### src/rtl/tanh_backward.sv
// tanh_backward: buffers forward tanh outputs y (Q8.8) in an activation FIFO,
// then for each upstream gradient g produces dL/dx = g * (1 - y^2) through a
// three-stage arithmetic pipeline. Valid/ready on every stream, global stall.
module tanh_backward #(
  parameter int DATA_WIDTH = 16,
  parameter int FRAC_BITS  = 8,
  parameter int FIFO_DEPTH = 64
) (
  input  logic                          clk,
  input  logic                          rst,
  input  logic                          clear,
  input  logic [DATA_WIDTH-1:0]         act_in,
  input  logic                          act_valid,
  output logic                          act_ready,
  input  logic [DATA_WIDTH-1:0]         grad_in,
  input  logic                          grad_valid,
  output logic                          grad_ready,
  output logic [DATA_WIDTH-1:0]         grad_out,
  output logic                          grad_out_valid,
  input  logic                          grad_out_ready,
  output logic [$clog2(FIFO_DEPTH):0]   act_count,
  output logic                          err_overflow
);
  localparam int AW   = $clog2(FIFO_DEPTH);
  localparam int OM_W = FRAC_BITS + 1;
  localparam int SQ_W = 2 * DATA_WIDTH;
  localparam int P_W  = DATA_WIDTH + OM_W + 1;

  localparam logic [AW:0]                   DEPTH_C = (AW + 1)'(FIFO_DEPTH);
  localparam logic [OM_W-1:0]               ONE_C   = OM_W'(1 << FRAC_BITS);
  localparam logic signed [DATA_WIDTH-1:0]  Y_HI    = DATA_WIDTH'(1 << FRAC_BITS);
  localparam logic signed [DATA_WIDTH-1:0]  Y_LO    = DATA_WIDTH'(-(1 << FRAC_BITS));
  localparam logic signed [P_W-1:0]         HALF_C  = P_W'(1 << (FRAC_BITS - 1));
  localparam logic signed [P_W-1:0]         SAT_HI  = P_W'((1 << (DATA_WIDTH - 1)) - 1);
  localparam logic signed [P_W-1:0]         SAT_LO  = P_W'(-(1 << (DATA_WIDTH - 1)));

  // Limit y to [-1.0, +1.0] so that 1 - y^2 stays non-negative.
  function automatic logic signed [DATA_WIDTH-1:0] clamp_y(input logic signed [DATA_WIDTH-1:0] y);
    if (y > Y_HI) return Y_HI;
    if (y < Y_LO) return Y_LO;
    return y;
  endfunction

  // Round half up by adding 0.5 LSB before the arithmetic shift, then saturate.
  function automatic logic signed [DATA_WIDTH-1:0] round_sat(input logic signed [P_W-1:0] p);
    logic signed [P_W-1:0] r;
    r = (p + HALF_C) >>> FRAC_BITS;
    if (r > SAT_HI)      r = SAT_HI;
    else if (r < SAT_LO) r = SAT_LO;
    return DATA_WIDTH'(r);
  endfunction

  logic [DATA_WIDTH-1:0] mem_q [FIFO_DEPTH];
  logic [AW-1:0]         wr_ptr_q, wr_ptr_d, rd_ptr_q, rd_ptr_d;
  logic [AW:0]           count_q, count_d;
  logic                  err_q, err_d;
  logic                  full, empty, advance, push, pop;

  logic                          vld_p0, vld_p1, vld_p2;
  logic signed [DATA_WIDTH-1:0]  y_p0, g_p0, g_p1, grad_out_p2;
  logic        [OM_W-1:0]        om_p1;
  logic signed [SQ_W-1:0]        sq_c;
  logic        [OM_W-1:0]        ysq_c;
  logic signed [P_W-1:0]         prod_c;

  assign full    = (count_q == DEPTH_C);
  assign empty   = (count_q == '0);
  assign advance = !vld_p2 || grad_out_ready;
  assign push    = act_valid && !full;
  assign pop     = grad_valid && grad_ready;

  assign act_ready      = !full;
  assign grad_ready     = !empty && advance;
  assign act_count      = count_q;
  assign err_overflow   = err_q;
  assign grad_out       = grad_out_p2;
  assign grad_out_valid = vld_p2;

  // FIFO pointer, occupancy and overflow-flag next state; clear wins over push/pop.
  always_comb begin
    wr_ptr_d = wr_ptr_q;
    rd_ptr_d = rd_ptr_q;
    count_d  = count_q;
    err_d    = err_q;
    if (clear) begin
      wr_ptr_d = '0;
      rd_ptr_d = '0;
      count_d  = '0;
      err_d    = 1'b0;
    end else begin
      if (push) wr_ptr_d = wr_ptr_q + AW'(1);
      if (pop)  rd_ptr_d = rd_ptr_q + AW'(1);
      count_d = count_q + (AW + 1)'(push) - (AW + 1)'(pop);
      if (act_valid && full) err_d = 1'b1;
    end
  end

  // FIFO control state registers.
  always_ff @(posedge clk) begin
    if (rst) begin
      wr_ptr_q <= '0;
      rd_ptr_q <= '0;
      count_q  <= '0;
      err_q    <= 1'b0;
    end else begin
      wr_ptr_q <= wr_ptr_d;
      rd_ptr_q <= rd_ptr_d;
      count_q  <= count_d;
      err_q    <= err_d;
    end
  end

  // Activation storage; contents need no reset since occupancy gates reads.
  always_ff @(posedge clk) begin
    if (push && !clear) mem_q[wr_ptr_q] <= act_in;
  end

  // Stage valids shift together only when the pipeline advances.
  always_ff @(posedge clk) begin
    if (rst || clear) begin
      vld_p0 <= 1'b0;
      vld_p1 <= 1'b0;
      vld_p2 <= 1'b0;
    end else if (advance) begin
      vld_p0 <= pop;
      vld_p1 <= vld_p0;
      vld_p2 <= vld_p1;
    end
  end

  assign sq_c   = SQ_W'(y_p0) * SQ_W'(y_p0);
  assign ysq_c  = OM_W'(sq_c >>> FRAC_BITS);
  assign prod_c = P_W'(g_p1) * $signed(P_W'(om_p1));

  // Stage 1 / stage 2 datapath: capture clamped y and g, then form 1 - y^2.
  always_ff @(posedge clk) begin
    if (advance) begin
      // ---- stage 1: FIFO head and gradient
      y_p0  <= clamp_y($signed(mem_q[rd_ptr_q]));
      g_p0  <= $signed(grad_in);
      // ---- stage 2: one-minus-square
      om_p1 <= ONE_C - ysq_c;
      g_p1  <= g_p0;
    end
  end

  // Stage 3: product, rounding and saturation into the output register.
  always_ff @(posedge clk) begin
    if (rst) begin
      grad_out_p2 <= '0;
    end else if (advance) begin
      grad_out_p2 <= round_sat(prod_c);
    end
  end
endmodule
### config.mk
export PLATFORM = sky130hd
export DESIGN_NAME = tanh_backward
export DESIGN_NICKNAME = d
export VERILOG_FILES = /design/src/rtl/tanh_backward.sv
export SDC_FILE = /design/constraint.sdc
export NUM_CORES = 2
export LEC_CHECK = 0
export BUFFER_PORTS_ARGS = -buffer_cell sky130_fd_sc_hd__buf_4
export CAP_MARGIN = 10
export CORE_MARGIN = 2
export CORE_UTILIZATION = 26
export DETAILED_ROUTE_END_ITERATION = 10
export PLACE_DENSITY_LB_ADDON = 0.2
export SLEW_MARGIN = 15
export SYNTH_ARGS = -nofsm -noshare
export SYNTH_HDL_FRONTEND = slang
export SYNTH_SLANG_ARGS = --single-unit
### constraint.sdc
create_clock -name clk -period 11.4 [get_ports clk]
set_clock_uncertainty 0.2 [all_clocks]
set_input_delay 2.28 -clock clk [delete_from_list [all_inputs] [get_ports clk]]
set_output_delay 2.28 -clock clk [all_outputs]
set_load 0.05 [all_outputs]
# == Word-level counts from Yosys, hierarchy flattened ==
# Memory sizes are Yosys's and may differ from the RTL's. A register that Yosys moved wholly into a read port is not among the register bits.
# Cells that the tools add are included.
# word_totals
ff_bits,96
latchBits,0
ram_bits,1024
mem_bits_ro,0
out_inout_bits,27
wordCells,54
memories,1
# classes
addsub,6
n_mul,2
div,0
magnitude_cmp,4
eq_ne,1
shift,0
muxes,15
n_bitwise,0
reduce_logical,13
# memory_table
name,depth,width,read_ports,rd_ports_with_merged_regs,wr,line_no,source
mem_q,64,16,1,1,1,53,logic [DATA_WIDTH-1:0] mem_q [FIFO_DEPTH];
# op_table
cell,n
$mux W16,6
$add A26 B9 Y26 const B,1
$mul A16 B10 Y26,1
$gt A18 B16 Y1 const B,1
$lt A18 B16 Y1 const B,1
$mul A16 B16 Y17,1
$gt A16 B10 Y1 const B,1
$lt A16 B9 Y1 const B,1
$add A6 B1 Y6 const B,2
$mux W6,2
$sub A9 B9 Y9 const A,1
$add A7 B1 Y7,1
$eq A7 B7 Y1 const B,1
$logic_not A7 Y1,1
$mux W1,7
$sub A7 B1 Y7,1
$logic_and A1 B1 Y1,5
$logic_not A1 Y1,4
$logic_or A1 B1 Y1,2
$reduce_or A2 Y1,1

# == Depth between registers and ports, before layout ==
# logic_depth
depth_word,7
depth_mapped,26
ltp_nobuf,25

# == Worst setup path after synthesis ==
# Ideal clock, no wire load.
# synth_path
path_kind,flip-flop to flip-flop
from,register y_p0[3]
to,"register om_p1[8], data pin"
arrival_ns,5.930
required_ns,10.940
path_slack_ns,5.010
path_stages_with_launch,23
n_path_buf,2
synth_period_minus_slack_ns,6.390
cell_sequence,edfxtp_1 > clkbuf_1 > nand2_1 > inv_1 > fa_1 > inv_1 > fa_1 > fa_1 > fa_1 > inv_1 > fa_1 > inv_1 > fa_1 > inv_1 > ha_1 > clkbuf_2 > nand3_1 > o311ai_0 > nand3_1 > a211oi_1 > nor4b_1 > nor3_1 > xnor2_1
# synth_via
elab_chain_len,2
# synth_lines
element,line_no,source
"start, declared",60,"logic signed [DATA_WIDTH-1:0] y_p0, g_p0, g_p1, grad_out_p2;"
"start signal, assigned",139,y_p0 <= clamp_y($signed(mem_q[rd_ptr_q]));
$mul A16 B16 Y17,131,assign sq_c = SQ_W'(y_p0) * SQ_W'(y_p0);
$sub A9 B9 Y9,142,om_p1 <= ONE_C - ysq_c;
"end signal, assigned",142,
"end, declared",61,logic [OM_W-1:0] om_p1;
# No other way between the ends.
# A chain may end at the register's enable or synchronous reset.

# == Final worst setup path ==
# layout_path
from,register om_p1[1]
to,register grad_out_p2[8] (netlist: grad_out[8])
# layout_via
elab_chain_len,5
# layout_lines
element,line_no,source
$mul A16 B10 Y26 (*),133,assign prod_c = P_W'(g_p1) * $signed(P_W'(om_p1));
$add A26 B9 Y26 (*),47,r = (p + HALF_C) >>> FRAC_BITS;
$lt A18 B16 Y1,49,else if (r < SAT_LO) r = SAT_LO;
$mux W16,49,
$mux W16 (*),48,if (r > SAT_HI) r = SAT_HI;
"end signal, assigned",152,grad_out_p2 <= round_sat(prod_c);
"end, declared",60,
# Mark *: on every way between the ends. The rest lies on a longest branch, timed or not.

==> impl_metrics.csv <==
group,metric,value,unit
grt,antenna_found_initial,4,
synthesis,netlist_instances,3097,
synthesis,synth-seq-cells,1126,
die,fp.dieH,455,µm
timing,slew_violations,0,
routing,wl,135000,µm
die,start_util,0.261,
setup_path,cp_data_arrival_time,7.77,ns
setup_path,cpMostUsedCell,"fa_1",
routing,drtIter0Drc,1768,
finish,final_cell_mix,"edfxtp_1 (1081), inv_1 (347), mux4_2 (278), fa_1 (204), ha_1 (144)",
clock_tree,cts_tree,"built",
timing,setup_slack,4.05,ns
worst_hold_path,hold_path_class,"reg -> reg",
placement,dp_hpwl,81600,µm
routing,drtAntennaViolNets,0,
synthesis,synth_ff_type,"edfxtp_1",
finish,final_layout_size_suffix_gt1_frac,0.212,
die,num_rows,165,
worst_hold_path,hold_start,"g_p0[0]$_DFFE_PN_",
timing,worst_slew_pin_slew,1.17,ns
placement,dp.cells,5773,
routing,first_pass_iters,7,
timing,max_clock_freq,136,MHz
clock_tree,insertion_delay,0.76,ns
synthesis,synth.cell_area,52800,µm²
die,coreArea,202000,µm²
placement,port_buffers,64,
die,pin_count,65,
synthesis,synth_cell_types,70,
synthesis,syn_nets,3483,
clock_tree,cts_buffer_depth,3,
clock_tree,cts.clk_slew.worst_paths,0.06,ns
placement,place_ws,3.95,ns
routing,via_per_inst,4.47,
finish,fin_cells,6006,
job,cap_violations,0,
clock_tree,cts_max_level,4,
grt,grt_max_degree,115,
routing,wl_per_cell,22.5,µm
setup_path,crit_path_start_kind,"flip-flop",
setup_path,crit_type,"reg -> reg",
grt,grt_pass1_wl,199000,µm
synthesis,avgSynthCellArea,17.0,µm²
routing,vias,26800,
clock_tree,post_cts_buffers,0,
setup_path,cp_cell_sequence,"nand2_1 -> fa_1 -> inv_1 -> fa_1 -> fa_1 -> fa_1 -> inv_1 -> fa_1 -> inv_1 -> ha_1 -> a21oi_1 -> o211ai_1 -> a221o_1 -> a2111oi_0 -> nor2_1 -> a21oi_1 -> xor2_1 -> and2_1 -> o32ai_1",
clock_tree,cts_buffers,131,
timing,fin_setup_tns,0,ns
synthesis,synth_edf_count,1081,
routing,drt_drc_violations_left,0,
synthesis,seq_area_frac_synth,0.632,
die,die_area,207000,µm²
setup_path,startpoint,"om_p1[1]$_DFFE_PN_",
finish,syn_to_final_growth,15.4,%
grt,grtUsageTotal,0.132,
clock_tree,cts-resized-gates,0,
finish,nets,3621,
finish,layout_commonest_cell,"edfxtp_1",
timing,maxSlewHeadroom,0.222,
setup_path,cp.required,11.82,ns
run_status,status,"complete, no violations",
setup_path,critPathSlowestCell,"edfxtp_1",
clock_tree,cts_sinks,1126,
finish,fin_util,0.302,
die,dieWidth,455,µm
setup_path,end_kind,"flip-flop",
grt,grt_pass1_vias,28400,
placement,gp_congestion,0.740,
timing,hold_violations,0,
timing,fin_crit_sh,0.645,
timing,rsz0062_at_grt,"no",
synthesis,async_flop_share,0,
synthesis,yosys_warnings,0,
setup_path,max_stage_delay,0.71,ns
grt,overflow,0,
setup_path,critical_path.reg2reg.startpoint,"om_p1[1]$_DFFE_PN_",
clock_tree,root_buffer,"clkbuf_16",
clock_tree,cts-hold-fix-buffers,0,
timing,period_minus_slack,7.35,ns
setup_path,path_max_fanout,16,
timing,finalSetupViolCount,0,
finish,fill_cells,19900,
==> state kept, by name (all words and copies together) (netlist names), 6 cells and up, named ones only <==
name	flops
act_count	7
g_p0	16
om_p1	9
mem_q	1024
wr_ptr_q	6
rd_ptr_q	6
g_p1	16
grad_out	16
y_p0	16
==> stage by stage <==
step                hold WS, ns  instance area [µm²]
finish                    0.216                60900
global route              0.222                60900
CTS                       0.217                60900
detailed placement        0.206                56800
global placement          0.206                56800
floorplan                 0.200                52800
==> final timing paths <==
check,depth (start not counted),endpoint,slack [ns]
worst max-delay path,19,grad_out[8]$_SDFFE_PP0N_,4.05
worst min-delay path,0,g_p1[0]$_DFFE_PN_,0.22
worst min register to register,0,g_p1[0]$_DFFE_PN_,0.22
worst max register to register,19,grad_out[8]$_SDFFE_PP0N_,4.05
==> routing by layer <==
layer	vias to the layer above	GRT usage	wire length, µm
met5	-	0	7
met4	2	0.0265	2080
met3	150	0.0208	5180
met2	481	0.214	64500
met1	14400	0.186	63500
li1	11900	-	-
==> worst max-delay path, delay by kind of cell (launching register included) <==
| kind | cells | cell delay, ns |
|---|---|---|
| buffers and inverters | 3 | 0.23 |
| adder cells (fa/ha/maj) | 6 | 2.95 |
| flip-flops | 1 | 0.71 |
| AO/OA/AOI/OAI | 6 | 1.63 |
| XOR/XNOR | 1 | 0.68 |
| AND/OR/NAND/NOR | 3 | 0.81 |
==> area by class of cell <==
cell class                 instances  area [µm²]  area share
clock inverter                    60         676      0.0111
tap                             2672        3340      0.0549
multi-input combinational       1492       17700       0.290
sequential                      1126       33400       0.548
timing repair buffer             136        1070      0.0176
antenna                            2        5.00   0.0000821
inverter                         348        1310      0.0215
clock buffer                     170        3480      0.0570
==> kinds of logic (layout without fill, tap and decap cells) <==
family / count (synthesis) / count (layout) / synth area share
other: 0 / 2 / 0
xor gates and xnor gates: 62 / 62 / 0.0103
AOI/OAI and AO/OA: 228 / 228 / 0.0291
and+or+nand+nor: 496 / 496 / 0.0456
adders and majority gates: 348 / 348 / 0.111
muxes: 358 / 358 / 0.135
buffers and inverters: 479 / 714 / 0.0371
DFF: 1126 / 1126 / 0.632
==> synthesized netlist by cell type (9+ instances only) <==
| library cell | instances | area (µm²) |
|---|---|---|
| a21oi_1 | 50 | 250 |
| a21o_1 | 20 | 150 |
| xnor2_1 | 40 | 350 |
| clkbuf_1 | 74 | 278 |
| xor2_1 | 22 | 193 |
| or2_2 | 9 | 56.3 |
| dfxtp_1 | 45 | 901 |
| o221ai_1 | 13 | 114 |
| nand2_1 | 136 | 510 |
| o21ai_0 | 37 | 185 |
| nor2_1 | 151 | 567 |
| a211oi_1 | 12 | 90.1 |
| ha_1 | 144 | 1800 |
| buf_1 | 12 | 45.0 |
| nor3_1 | 13 | 65.1 |
| mux2_2 | 35 | 394 |
| mux2i_1 | 45 | 450 |
| mux4_2 | 278 | 6260 |
| nand4_1 | 12 | 75.1 |
| edfxtp_1 | 1081 | 32500 |
| fa_1 | 204 | 4080 |
| o21bai_1 | 19 | 143 |
| buf_6 | 10 | 113 |
| o22ai_1 | 10 | 62.6 |
| inv_1 | 347 | 1300 |
| nand3_1 | 14 | 70.1 |
| and2_1 | 111 | 694 |
| buf_4 | 12 | 90.1 |
| buf_2 | 21 | 105 |
Power is left out: the tool's default activity adds up to more than one toggle a clock period on the data nets, which glitch-free logic cannot reach.
